===== src/rtl/serial_subtractor.sv =====
// Bit-serial WIDTH-bit subtractor (diff = a - b, LSB first) with start/busy/done handshake.
// Optional signed-overflow output ovf is built when SERIAL_SUBTRACTOR_OVF_EN is defined.
module serial_subtractor #(
  parameter int WIDTH = 8
) (
  input  logic             clk,
  input  logic             rst,
  input  logic             start,
  input  logic [WIDTH-1:0] a,
  input  logic [WIDTH-1:0] b,
  output logic             busy,
  output logic             done,
  output logic [WIDTH-1:0] diff,
  output logic             borrow,
`ifdef SERIAL_SUBTRACTOR_OVF_EN
  output logic             ovf,
`endif
  output logic [1:0]       dbg_state
);

  localparam int CW = $clog2(WIDTH) + 1;

  typedef enum logic [1:0] {
    S_IDLE = 2'd0,
    S_RUN  = 2'd1,
    S_DONE = 2'd2
  } state_t;

  // Handshake: start is honoured only in IDLE (one-cycle acceptance, no queueing);
  // busy is high for exactly the WIDTH RUN cycles; done pulses for one cycle when
  // diff/borrow are updated. Results hold until the next completed operation.
  state_t           r_state;
  logic [WIDTH-1:0] r_a_sh;
  logic [WIDTH-1:0] r_b_sh;
  logic [WIDTH-2:0] r_d_sh;
  logic             r_br;
  logic [CW-1:0]    r_cnt;
  logic             r_busy;
  logic             r_done;
  logic [WIDTH-1:0] r_diff;
  logic             r_borrow;
`ifdef SERIAL_SUBTRACTOR_OVF_EN
  logic             r_sa;
  logic             r_sb;
  logic             r_ovf;
`endif

  logic             w_a0;
  logic             w_b0;
  logic             w_d;
  logic             w_br_n;
  logic [WIDTH-1:0] w_d_next;
  logic             w_last;

  // Full-subtractor cell.
  assign w_a0     = r_a_sh[0];
  assign w_b0     = r_b_sh[0];
  assign w_d      = w_a0 ^ w_b0 ^ r_br;
  assign w_br_n   = (~w_a0 & w_b0) | (~(w_a0 ^ w_b0) & r_br);
  assign w_d_next = {w_d, r_d_sh};
  assign w_last   = (r_cnt == CW'(WIDTH - 1));

  always_ff @(posedge clk or posedge rst) begin
    if (rst) begin
      r_state  <= S_IDLE;
      r_a_sh   <= '0;
      r_b_sh   <= '0;
      r_d_sh   <= '0;
      r_br     <= 1'b0;
      r_cnt    <= '0;
      r_busy   <= 1'b0;
      r_done   <= 1'b0;
      r_diff   <= '0;
      r_borrow <= 1'b0;
`ifdef SERIAL_SUBTRACTOR_OVF_EN
      r_sa     <= 1'b0;
      r_sb     <= 1'b0;
      r_ovf    <= 1'b0;
`endif
    end else begin
      case (r_state)
        S_IDLE: begin
          r_done <= 1'b0;
          if (start) begin
            r_a_sh  <= a;
            r_b_sh  <= b;
            r_d_sh  <= '0;
            r_br    <= 1'b0;
            r_cnt   <= '0;
            r_busy  <= 1'b1;
            r_state <= S_RUN;
`ifdef SERIAL_SUBTRACTOR_OVF_EN
            r_sa    <= a[WIDTH-1];
            r_sb    <= b[WIDTH-1];
`endif
          end
        end
        S_RUN: begin
          r_a_sh <= {1'b0, r_a_sh[WIDTH-1:1]};
          r_b_sh <= {1'b0, r_b_sh[WIDTH-1:1]};
          r_d_sh <= w_d_next[WIDTH-1:1];
          r_br   <= w_br_n;
          r_cnt  <= r_cnt + CW'(1);
          // The final bit is folded straight into the outputs so they never expose partial results.
          if (w_last) begin
            r_busy   <= 1'b0;
            r_done   <= 1'b1;
            r_diff   <= w_d_next;
            r_borrow <= w_br_n;
`ifdef SERIAL_SUBTRACTOR_OVF_EN
            r_ovf    <= (r_sa != r_sb) && (w_d != r_sa);
`endif
            r_state  <= S_DONE;
          end
        end
        S_DONE: begin
          r_done  <= 1'b0;
          r_state <= S_IDLE;
        end
        default: begin
          r_busy  <= 1'b0;
          r_done  <= 1'b0;
          r_state <= S_IDLE;
        end
      endcase
    end
  end

  assign busy      = r_busy;
  assign done      = r_done;
  assign diff      = r_diff;
  assign borrow    = r_borrow;
`ifdef SERIAL_SUBTRACTOR_OVF_EN
  assign ovf       = r_ovf;
`endif
  assign dbg_state = r_state;

endmodule


===== config.mk =====
export PLATFORM = sky130hd
export DESIGN_NAME = serial_subtractor
export DESIGN_NICKNAME = d
export VERILOG_FILES = /design/src/rtl/serial_subtractor.sv
export SDC_FILE = /design/constraint.sdc
export NUM_CORES = 1
export LEC_CHECK = 0
export ABC_AREA = 1
export CELL_PAD_IN_SITES_DETAIL_PLACEMENT = 1
export CELL_PAD_IN_SITES_GLOBAL_PLACEMENT = 1
export CORE_MARGIN = 2
export CORE_UTILIZATION = 35
export DETAILED_ROUTE_END_ITERATION = 8
export PLACE_DENSITY_LB_ADDON = 0.1
export REMOVE_ABC_BUFFERS = 1
export SYNTH_ARGS = -nofsm -noshare
export SYNTH_HDL_FRONTEND = slang
export SYNTH_SLANG_ARGS = --single-unit

===== constraint.sdc =====
create_clock -name clk -period 1.4 [get_ports clk]
set_input_delay 0.14 -clock clk [delete_from_list [all_inputs] [get_ports clk]]
set_output_delay 0.14 -clock clk [all_outputs]
set_load 0.02 [all_outputs]

# After elaboration in Yosys (flattened, before gate mapping)
# Cells that the tools add are included.
# word_totals
out_inout_bits	13
wordCells	48
reg_bits	41
# op_classes
add_sub_neg	1
eq_ne	5
bitwise_logic	8
n_reduce_logical	6
muxes	18
# ops
op	count
8-bit case mux with 2 select lines	2
8-bit two-way mux	2
7-bit case mux with 2 select lines	1
4-bit case mux with 2 select lines	1
7-bit two-way mux	1
2-bit AND reduction	3
1-bit two-way mux	5
4-bit by 1-bit adder with 4-bit output, second input constant	1
4-bit by 3-bit == test with 1-bit output, second input constant	1
2-bit two-way mux	2
4-bit two-way mux	1
2-bit != test, second input constant	2
2-bit case mux with 2 select lines	1
1-bit NOT	3
1-bit case mux with 3 select lines	1
3-bit AND reduction	1
1-bit AND	2
2-bit by 1-bit == test with 1-bit output, second input constant	1
2-bit == test, second input constant	1
2-bit logical NOT	1
1-bit case mux with 2 select lines	1
2-bit nonzero test	1
1-bit bitwise XOR	2
1-bit OR	1

# Longest topological paths before layout
# depth
ltp_word	5
mapped_depth	7
depth_no_buf	6

# Worst setup path after synthesis
# OpenSTA, ideal clock, no wires.
# synth_path
path_kind	register to register
start	reg r_state[1], in the netlist dbg_state[1]
end	reg r_cnt[3]
path_stages_with_launch	7
arrival_ps	1020
period_less_slack_ps	1138
setup_slack_ps	262
required_ps	1283
setup_time_ps	117
cell_sequence	dfrtp_1 inv_2 nand2_2 buf_6 buf_6 nand3_1 nand2_1
# synth_between
elab_chain_cells	3
elab_cells_between_ends	6
classes_between	2 x eq/ne; 1 x mux; 3 x reduce/logical
# synth_rtl
item	line_no	text
from (decl)	32	state_t r_state;
from (signal assigned)	65	r_state <= S_IDLE;
from (signal assigned)	91	r_state <= S_RUN;
from (signal assigned)	113	r_state <= S_DONE;
2-bit by 1-bit == test with 1-bit output or 2-bit logical NOT (tied branches)	81	case (r_state)
2-bit nonzero test (no source line) or 2-bit != test (tied branches)	n/a	
2-bit AND reduction (no source line)	n/a	
to (signal assigned)	103	r_cnt <= r_cnt + CW'(1);
to (decl)	37	logic [CW-1:0] r_cnt;
# Parallel ways exist; a longest one is shown, timed or not.
# A chain may end at the register's enable or synchronous reset.

# Final worst setup path
# layout_path
start	reg r_cnt[0]
end	reg r_borrow, in the netlist borrow
# layout_between
elab_chain_cells	2
# layout_rtl
item	line_no	text
4-bit by 3-bit == test with 1-bit output	61	assign w_last = (r_cnt == CW'(WIDTH - 1));
2-bit AND reduction (no source line)	n/a	
to (signal assigned)	109	r_borrow <= w_br_n;
to (decl)	41	logic r_borrow;
# Every way passes these cells.

==> results summary <==
In the routed design, unresolved DRC markers number 0. The cell count after synthesis came out at 200. The residual overflow from global routing is 0. The shortest period the worst path allows is 1.24 ns. For the worst setup path, the data required time is 1.63 ns. The HPWL after detailed placement is 2790 µm. Setup repair after global routing left no endpoint under its margin. Once layout is done, the placed cells without fillers occupy 2340 µm².

Headroom to the max-slew limit came out at 80.9%. The effective utilization at floorplan is 35.7%. The total CTS buffers came out at 5. The most common cell after layout, fill and taps aside is sky130_fd_sc_hd__nand2_1. The mean post-synth cell area is 8.99 µm². The first global-routing pass estimated 7040 µm of wire.

The number of endpoints failing setup at the final stage is 0. Dividing the detail-routed wire length by the instance count gives 13.3 µm. The worst setup path is launched from a flop. The clock-pin slew on the worst setup and hold paths is 0.08 ns. The post-synthesis register bit count came out at 41.

The count of final max-slew check failures was 0. The number of antenna-violating nets in the routed design is 0. Summing over every cut layer, the via total after detailed routing is 1486. In this run the static leakage power is 1.26 nW. The first-iteration detailed-routing DRC count came out at 83.

In the layout the commonest cells are 64 x sky130_fd_sc_hd__nand2_1, 46 x sky130_fd_sc_hd__nand3_1, 41 x sky130_fd_sc_hd__dfrtp_1. The master cell of the clock root buffer is sky130_fd_sc_hd__clkbuf_8. The final count of hold timing violations is 0. The placer congestion estimate is 0.703. The total power per unit cell area came out at 2120 nW/µm².

For the final database, setup skew stands at 0.00295 ns. During I/O placement, the number of pins put on the boundary was 32. The maximum VDD drop came out at 617 µV. The detailed-router iteration count before antenna repair is 4. In this run the worst path has a maximum fanout of 10. The initial antenna violation count is 0. Overall power consumption after layout is estimated at 4.96 mW. The die is 75.7 µm tall. The number of global-route vias before repair is 1579. STA classifies the critical path endpoint as a flop. The number of violations of the max-capacitance limit came out at 0. The run finished with clean final reports.

Once placement finished, the instance area stood at 2210 µm². The repair_antennas step left the layout with diodes totalling 0. The peak clock frequency supported by timing is 804 MHz. The arrival time at the worst endpoint is 1.48 ns. The final clock period utilization by the worst path came out at 88.8%. The worst slack at placement came out at 0.109 ns.

The number of unique standard cell types used by synthesis is 22. From synthesis to final layout, the design area changed by 30.4%. For this block, the routed nets add up to 4080 µm of wire. The worst-case setup margin in the final layout came out at 0.156 ns. In this run the cell area of the synthesized design comes to 1800 µm². The global routing usage summed across all routing layers is 16.4%. The maximum number of pins on one net before global-route repair came out at 42. The path category of the worst min-delay check is primary input to asynchronous set/reset pin. The via count normalized by instance count is 4.84. The die extent in x is 75.7 µm. During synthesis, Yosys emitted a total of 0 warnings. Fill cells in the final layout number 584. The clock sink count is 41. The count of H-tree levels built during CTS came out at 2. The count of nets after finishing came out at 257. The longest clock path from root to sink contains 2 buffers. The total of buffers placed on input and output ports came out at 31. After routing, the total negative slack on setup checks comes to 0 ns. The cell row count came out at 26. The start-to-end type of the worst setup path is flop to flop. The share of cells above drive strength 1 is 11.4%. The share of the yosys chip area belonging to registers is 57.1%. TritonCTS built the clock tree. The area of the core is 5040 µm². The die covers 5730 µm².

The slew at the pin closest to its max-slew limit is 0.286 ns. The insertion delay of the later-clocked pin in the worst-skew pair came out at 0.29 ns.
[layout make-up]
type / instances / area, µm² / area share (%)
clock buffers: 7 / 96.3 / 4.11
repair buffers: 39 / 425 / 18.1
well taps: 70 / 87.6 / 3.74
flip-flops and latches: 41 / 1030 / 43.8
multi-input cells: 134 / 648 / 27.6
inverters: 15 / 56.3 / 2.40
clock inverters: 1 / 5.00 / 0.213
[logic make-up (layout without fill, tap and decap cells)]
group / Yosys count / after routing / share of synthesized area, %
fa+ha+maj: 2 / 2 / 1.81
buf+inv: 25 / 62 / 7.31
compound gates: 9 / 9 / 2.85
flops: 41 / 41 / 57.1
simple gates: 123 / 123 / 31.0
[final timing paths]
kind,from,to,slack (ns),depth (start not counted)
worst max-delay path,r_cnt[0],borrow,0.16,6
worst min-delay path,rst,r_d_sh[3],0.23,3
worst max register to register,r_cnt[0],borrow,0.16,6
worst min register to register,borrow,borrow,0.47,2
max in group asynchronous,rst,r_b_sh[4],0.97,3
min in group clk,a[7],r_a_sh[7],0.39,3
[sequential cells by signal (all words and copies together), names as in the netlist]
signal and flops:
borrow 1, diff 8, r_d_sh 7, busy 1, r_cnt 4, r_a_sh 8, r_b_sh 8, r_br 1
dbg_state 2, done 1
[through the flow]
| step | std cells | hold WS, ns | util, % |
|---|---|---|---|
| 4_1_cts | 306 | 0.232 | 45.8 |
| 6_report | 307 | 0.231 | 46.5 |
| 3_3_place_gp | 298 | 0.452 | 43.8 |
| 2_1_floorplan | 190 | 0.250 | - |
| 3_5_place_dp | 298 | 0.458 | 43.8 |
| 5_1_grt | 307 | 0.273 | 46.5 |
[critical path, stage by stage, from the launching register on]
cell and delay [ns]:
sky130_fd_sc_hd__dfrtp_1 0.36, sky130_fd_sc_hd__ha_2 0.20, sky130_fd_sc_hd__nand2_1 0.09, sky130_fd_sc_hd__nor2_2 0.17, sky130_fd_sc_hd__buf_4 0.21, sky130_fd_sc_hd__nand3b_1 0.09
sky130_fd_sc_hd__nand2_1 0.07
[synthesized netlist by cell type]
cell type,n,area share [%]
sky130_fd_sc_hd__inv_2,3,0.63
sky130_fd_sc_hd__o21ai_1,2,0.56
sky130_fd_sc_hd__nand3b_1,1,0.42
sky130_fd_sc_hd__o21ai_0,1,0.28
sky130_fd_sc_hd__nor2_2,1,0.35
sky130_fd_sc_hd__nor2_4,1,0.63
sky130_fd_sc_hd__nand2_4,1,0.63
sky130_fd_sc_hd__a21oi_1,1,0.28
sky130_fd_sc_hd__fa_1,1,1.1
sky130_fd_sc_hd__nand3_2,1,0.56
sky130_fd_sc_hd__inv_1,12,2.5
sky130_fd_sc_hd__nand3_1,46,13
sky130_fd_sc_hd__nand4_1,1,0.35
sky130_fd_sc_hd__ha_1,1,0.70
sky130_fd_sc_hd__nand2_1,64,13
sky130_fd_sc_hd__buf_6,2,1.3
sky130_fd_sc_hd__buf_2,3,0.83
sky130_fd_sc_hd__dfrtp_1,41,57
sky130_fd_sc_hd__o22ai_1,5,1.7
sky130_fd_sc_hd__nor2_1,4,0.83
sky130_fd_sc_hd__nand2_2,3,1.0
sky130_fd_sc_hd__buf_4,5,2.1
[timing repair]
action	CTS	global route
setup buffers	0	1
gates resized for setup	4	11
endpoints found under the setup margin	4	15
pin swaps	0	0
hold buffers	0	0
[power breakdown]
part	internal (mW)	switching, mW	leakage [nW]
clock network	0.446	0.399	0.0542
logic	0.873	1.25	0.679
registers	1.70	0.296	0.524
[metal layers]
metal	routed length [µm]	track usage, %	vias to the layer above	share of wire [%]
li1	-	-	717	-
met1	1770	19.0	738	43
met4	34	5.07	0	0.83
met5	0	0	-	0
met2	2120	29.9	27	52
met3	155	4.10	4	3.8
No activity file was read; power rests on OpenSTA's default activity.
